**config.mk**
```make
export PLATFORM = sky130hd
export DESIGN_NAME = tt_axi_read_master
export DESIGN_NICKNAME = d
export VERILOG_FILES = /design/src/rtl/tt_axi_read_master.sv
export SDC_FILE = /design/constraint.sdc
export NUM_CORES = 1
export LEC_CHECK = 0
export BUFFER_PORTS_ARGS = -buffer_cell sky130_fd_sc_hd__buf_2
export CAP_MARGIN = 0
export CORE_UTILIZATION = 35
export DETAILED_ROUTE_END_ITERATION = 10
export PLACE_DENSITY_LB_ADDON = 0.2
export SYNTH_ARGS = -nofsm -noshare
export SYNTH_HDL_FRONTEND = slang
export SYNTH_SLANG_ARGS = --single-unit
```
**constraint.sdc**
```tcl
create_clock -name clk -period 1.6 [get_ports clk]
set_input_delay 0.24 -clock clk [delete_from_list [all_inputs] [get_ports clk]]
set_output_delay 0.24 -clock clk [all_outputs]
set_load 0.1 [all_outputs]
```
**src/rtl/tt_axi_read_master.sv**
```systemverilog
// AXI4-lite read master for the times-table memory: one (a,b) request in,
// one AR/R read out, 6-bit product plus error flag back to the consumer.
module tt_axi_read_master #(
  parameter int ADDR_W = 32,
  parameter int CNT_W  = 16
) (
  input  logic              clk,
  input  logic              rst,
  input  logic              req_valid,
  output logic              req_ready,
  input  logic [2:0]        a,
  input  logic [2:0]        b,
  output logic              res_valid,
  input  logic              res_ready,
  output logic [5:0]        result,
  output logic              err,
  output logic [CNT_W-1:0]  txn_count,
  output logic [ADDR_W-1:0] m_axi_araddr,
  output logic              m_axi_arvalid,
  input  logic              m_axi_arready,
  input  logic [31:0]       m_axi_rdata,
  input  logic [1:0]        m_axi_rresp,
  input  logic              m_axi_rvalid,
  output logic              m_axi_rready
);

  typedef enum logic [1:0] {IDLE, ADDR, DATA, RESP} state_t;

  state_t              r_state, w_next;
  logic                r_req_ready, r_arvalid, r_rready, r_res_valid;
  logic [ADDR_W-1:0]   r_araddr;
  logic [5:0]          r_result;
  logic                r_err;
  logic [CNT_W-1:0]    r_cnt;
  logic                w_accept, w_rhs;
  logic                w_unused_rdata;

  // Upper read-data bits carry nothing for this memory.
  assign w_unused_rdata = ^m_axi_rdata[31:6];

  // Accept is gated by the registered ready so nothing is taken in the
  // first cycle after reset release, when req_ready is still low.
  assign w_accept = (r_state == IDLE) && req_valid && r_req_ready;
  assign w_rhs    = (r_state == DATA) && m_axi_rvalid;

  always_comb begin
    w_next = r_state;
    case (r_state)
      IDLE: if (w_accept)      w_next = ADDR;
      ADDR: if (m_axi_arready) w_next = DATA;
      DATA: if (m_axi_rvalid)  w_next = RESP;
      RESP: if (res_ready)     w_next = IDLE;
      default:                 w_next = IDLE;
    endcase
  end

  // Handshake outputs are registered copies of the next-state decode, so
  // they are glitch-free, state-aligned and read 0 throughout reset.
  always_ff @(posedge clk or negedge rst) begin
    if (!rst) begin
      r_state     <= IDLE;
      r_req_ready <= 1'b0;
      r_arvalid   <= 1'b0;
      r_rready    <= 1'b0;
      r_res_valid <= 1'b0;
      r_araddr    <= '0;
      r_result    <= '0;
      r_err       <= 1'b0;
      r_cnt       <= '0;
    end else begin
      r_state     <= w_next;
      r_req_ready <= (w_next == IDLE);
      r_arvalid   <= (w_next == ADDR);
      r_rready    <= (w_next == DATA);
      r_res_valid <= (w_next == RESP);
      if (w_accept)
        r_araddr <= ADDR_W'({a, b, 2'b00});
      if (w_rhs) begin
        r_result <= m_axi_rdata[5:0];
        r_err    <= (m_axi_rresp != 2'b00);
        if (r_cnt != '1)
          r_cnt <= r_cnt + CNT_W'(1);
      end
    end
  end

  assign req_ready     = r_req_ready;
  assign res_valid     = r_res_valid;
  assign result        = r_result;
  assign err           = r_err;
  assign txn_count     = r_cnt;
  assign m_axi_araddr  = r_araddr;
  assign m_axi_arvalid = r_arvalid;
  assign m_axi_rready  = r_rready;

endmodule

```
==> results.sh <==
export IMPL_grt_max_degree=21
export IMPL_avgViaCountPerCell=4.298
export IMPL_critPathKind="flip-flop to flip-flop"
export IMPL_finalSetupViolCount=0
export IMPL_yosys_area_top_type="dfrtp_1"
export IMPL_place_inst=306
export IMPL_synth_seq_cells=35
export IMPL_ios=105
export IMPL_holdPathStages=3
export IMPL_required_ns=1.77
export IMPL_clock_sinks=35
export IMPL_die_h_um=73.17
export IMPL_ys_seq_area_share_pct=49.40
export IMPL_seqCellArea_um2=934.6
export IMPL_core_mm2=0.004786
export IMPL_slew_viol_final=0
export IMPL_cts_reportedPaths_clkPinSlew_ns=0.08
export IMPL_startpoint_type="flip-flop"
export IMPL_worstPathMaxFanout=4
export IMPL_finalHoldViolCount=0
export IMPL_dr_pass1_iters=4
export IMPL_cts_tree="done"
export IMPL_syn_area_per_cell_um2=10.75
export IMPL_synth_area_leaders="dfrtp_1, buf_4, xor2_1"
export IMPL_cpMaxStageDelayCell="dfrtp_4"
export IMPL_initialDrtViolationCount=57
export IMPL_totalWireLength_mm=3.767
export IMPL_finClkSkew_ns=0.002973
export IMPL_rsz0062_at_grt="true"
export IMPL_syn_inst=165
export IMPL_ys_top_cells_by_count="dfrtp_1, nand2_1, buf_4, xor2_1"
export IMPL_path_cells="nand4_1 > nor4_4 > buf_12 > nor2_2 > mux2_4"
export IMPL_reg2regPathDepth=5
export IMPL_htree_levels=2
export IMPL_start_util_pct=37.05
export IMPL_crit_buf_inv=1
export IMPL_yosysTopAreaCellShare_pct=49.40
export IMPL_hold_path_class="input port to flip-flop"
export IMPL_path_depth=5
export IMPL_fill_cells=460
export IMPL_ant_nets=0
export IMPL_dieArea_mm2=0.005354
export IMPL_p_leak_nw=1.282
export IMPL_die_w_um=73.17
export IMPL_drive_gt1_share_pct=51.61
export IMPL_grt_overflow_total=0
export IMPL_finalCritPeriodShare_pct=97.74
export IMPL_cp_arrival_ns=1.74
export IMPL_routedWlPerCell_um=11.96
export IMPL_synth_cell_types=35
export IMPL_place_congestion=0.7602
export IMPL_diodes=0
export IMPL_syn_area_mm2=0.001773
export IMPL_power_density_mw_per_mm2=2187
export IMPL_synth_most_common_cell="dfrtp_1"
export IMPL_cts_made_buffers=5
export IMPL_cts_root_buf="clkbuf_8"
export IMPL_track_usage_pct=15.68
export IMPL_synth_ff_type="dfrtp_1"
export IMPL_grt_pass1_wl_mm=6.189
export IMPL_grt_pass1_vias=1324
export IMPL_critPathTopFamily="simple AND/OR/NAND/NOR gates"
export IMPL_min_period_ns=1.564
export IMPL_cts_path_max_buffers=2
export IMPL_antenna_found_initial=0
export IMPL_final_setup_tns_ns=0
export IMPL_ys_async_sr_fraction_pct=100.0
export IMPL_fmax_mhz=639.5
export IMPL_area_growth_pct=37.69
export IMPL_maxCapViolations=0
export IMPL_yosys_warnings=0
export IMPL_drc=0
export IMPL_status="completed"
export IMPL_insertion_delay_ns=0.29
export IMPL_max_stage_delay_ns=0.40
export IMPL_cp_end_kind="flip-flop"
export IMPL_dr_total_vias=1354
export IMPL_place_hpwl_mm=2.863
export IMPL_finalNonFillerCells=315
export IMPL_multi_input_area_um2=833.3
export IMPL_synth_edf_count=0
export IMPL_num_rows=25
export IMPL_io_buffer_count=52
export IMPL_irDropWorstVdd_v=0.001592
export IMPL_nNetsFinal=294
[worst register-to-register path, stage by stage (launching register included)]
cell     delay, ns
dfrtp_4       0.40
nand4_1       0.19
nor4_4        0.38
buf_12        0.15
nor2_2        0.05
mux2_4        0.29
[sequential cells by signal, summed over array words and instances (netlist names)]
| register | cells |
|---|---|
| r_state | 2 |
| result | 6 |
| req_ready | 1 |
| txn_count | 16 |
| m_axi_araddr | 6 |
| err | 1 |
| res_valid | 1 |
| m_axi_rready | 1 |
| m_axi_arvalid | 1 |
[report_power, final]
group,total (mW),internal (mW),switching [mW]
registers,1.40,1.21,0.188
logic,3.30,0.581,2.72
clock network,0.638,0.303,0.335
[logic make-up (layout without fill, tap and decap cells)]
group / Yosys count / after routing / share of synthesized area, %
compound gates: 7 / 7 / 2.117
xor+xnor: 14 / 14 / 6.916
fa+ha+maj: 1 / 1 / 0.7056
buf+inv: 33 / 91 / 13.27
flops: 35 / 35 / 49.40
mux: 7 / 7 / 4.657
other cells: 1 / 26 / 0.2115
simple gates: 67 / 67 / 22.72
[path summary, 6_finish.rpt]
path                                startpoint              end  slack (ns)
min in group asynchronous                  rst              err        0.44
worst min register to register       result[0]        result[0]        0.48
worst max register to register   txn_count[14]     txn_count[1]        0.04
worst min-delay path            m_axi_rdata[5]        result[5]        0.14
worst max-delay path             txn_count[14]     txn_count[1]        0.04
max in group asynchronous                  rst  m_axi_araddr[3]        0.62
[stage by stage]
step / util (%) / total power, mW / instance area, um^2 / setup slack [ns] / hold slack (ns)
floorplan: - / 4.215 / 1966 / -0.2399 / -0.05559
global placement: 48.03 / 4.695 / 2298 / -0.002573 / 0.2127
detailed placement: 48.03 / 4.731 / 2298 / 0.008410 / 0.2121
CTS: 50.27 / 5.380 / 2406 / 0.01251 / 0.1305
global route: 51.01 / 5.594 / 2441 / -0.07372 / 0.1295
finish: 51.01 / 5.339 / 2441 / 0.03620 / 0.1361
[metal layers]
layer / vias to the layer above / share of wire [%] / global-route usage, %
met2: 55 / 47 / 26.23
met3: 3 / 7.1 / 6.077
met1: 629 / 45 / 19.14
met5: - / 0 / 0
li1: 667 / - / -
met4: 0 / 0.69 / 3.268
[cell type report]
class	instances	share of cell area, %
clock buffers	5	2.819
clock inverters	3	0.8201
repair buffers	81	20.19
flip-flops and latches	35	38.29
inverters	2	0.3075
multi-input cells	122	34.14
well taps	67	3.434
[cell usage in the layout (no fill, tap or decap), types with 4 or more instances in the layout]
| master | count |
|---|---|
| nor3_1 | 4 |
| nand2_1 | 28 |
| conb_1 | 26 |
| dfrtp_1 | 18 |
| buf_2 | 52 |
| nor4_2 | 4 |
| buf_4 | 27 |
| dfrtp_4 | 15 |
| mux2_2 | 6 |
| xor2_1 | 14 |
| o21ai_0 | 4 |
| clkbuf_8 | 5 |
[timing repair]
item / in CTS / in global routing
pin swaps: 0 / 4
buffers inserted: 0 / 0
endpoints found under the hold margin: 18 / 0
hold buffers: 1 / 0
endpoints found under the setup margin: 2 / 9
gates resized for setup: 2 / 6
Power figures use the tool's default switching activity.
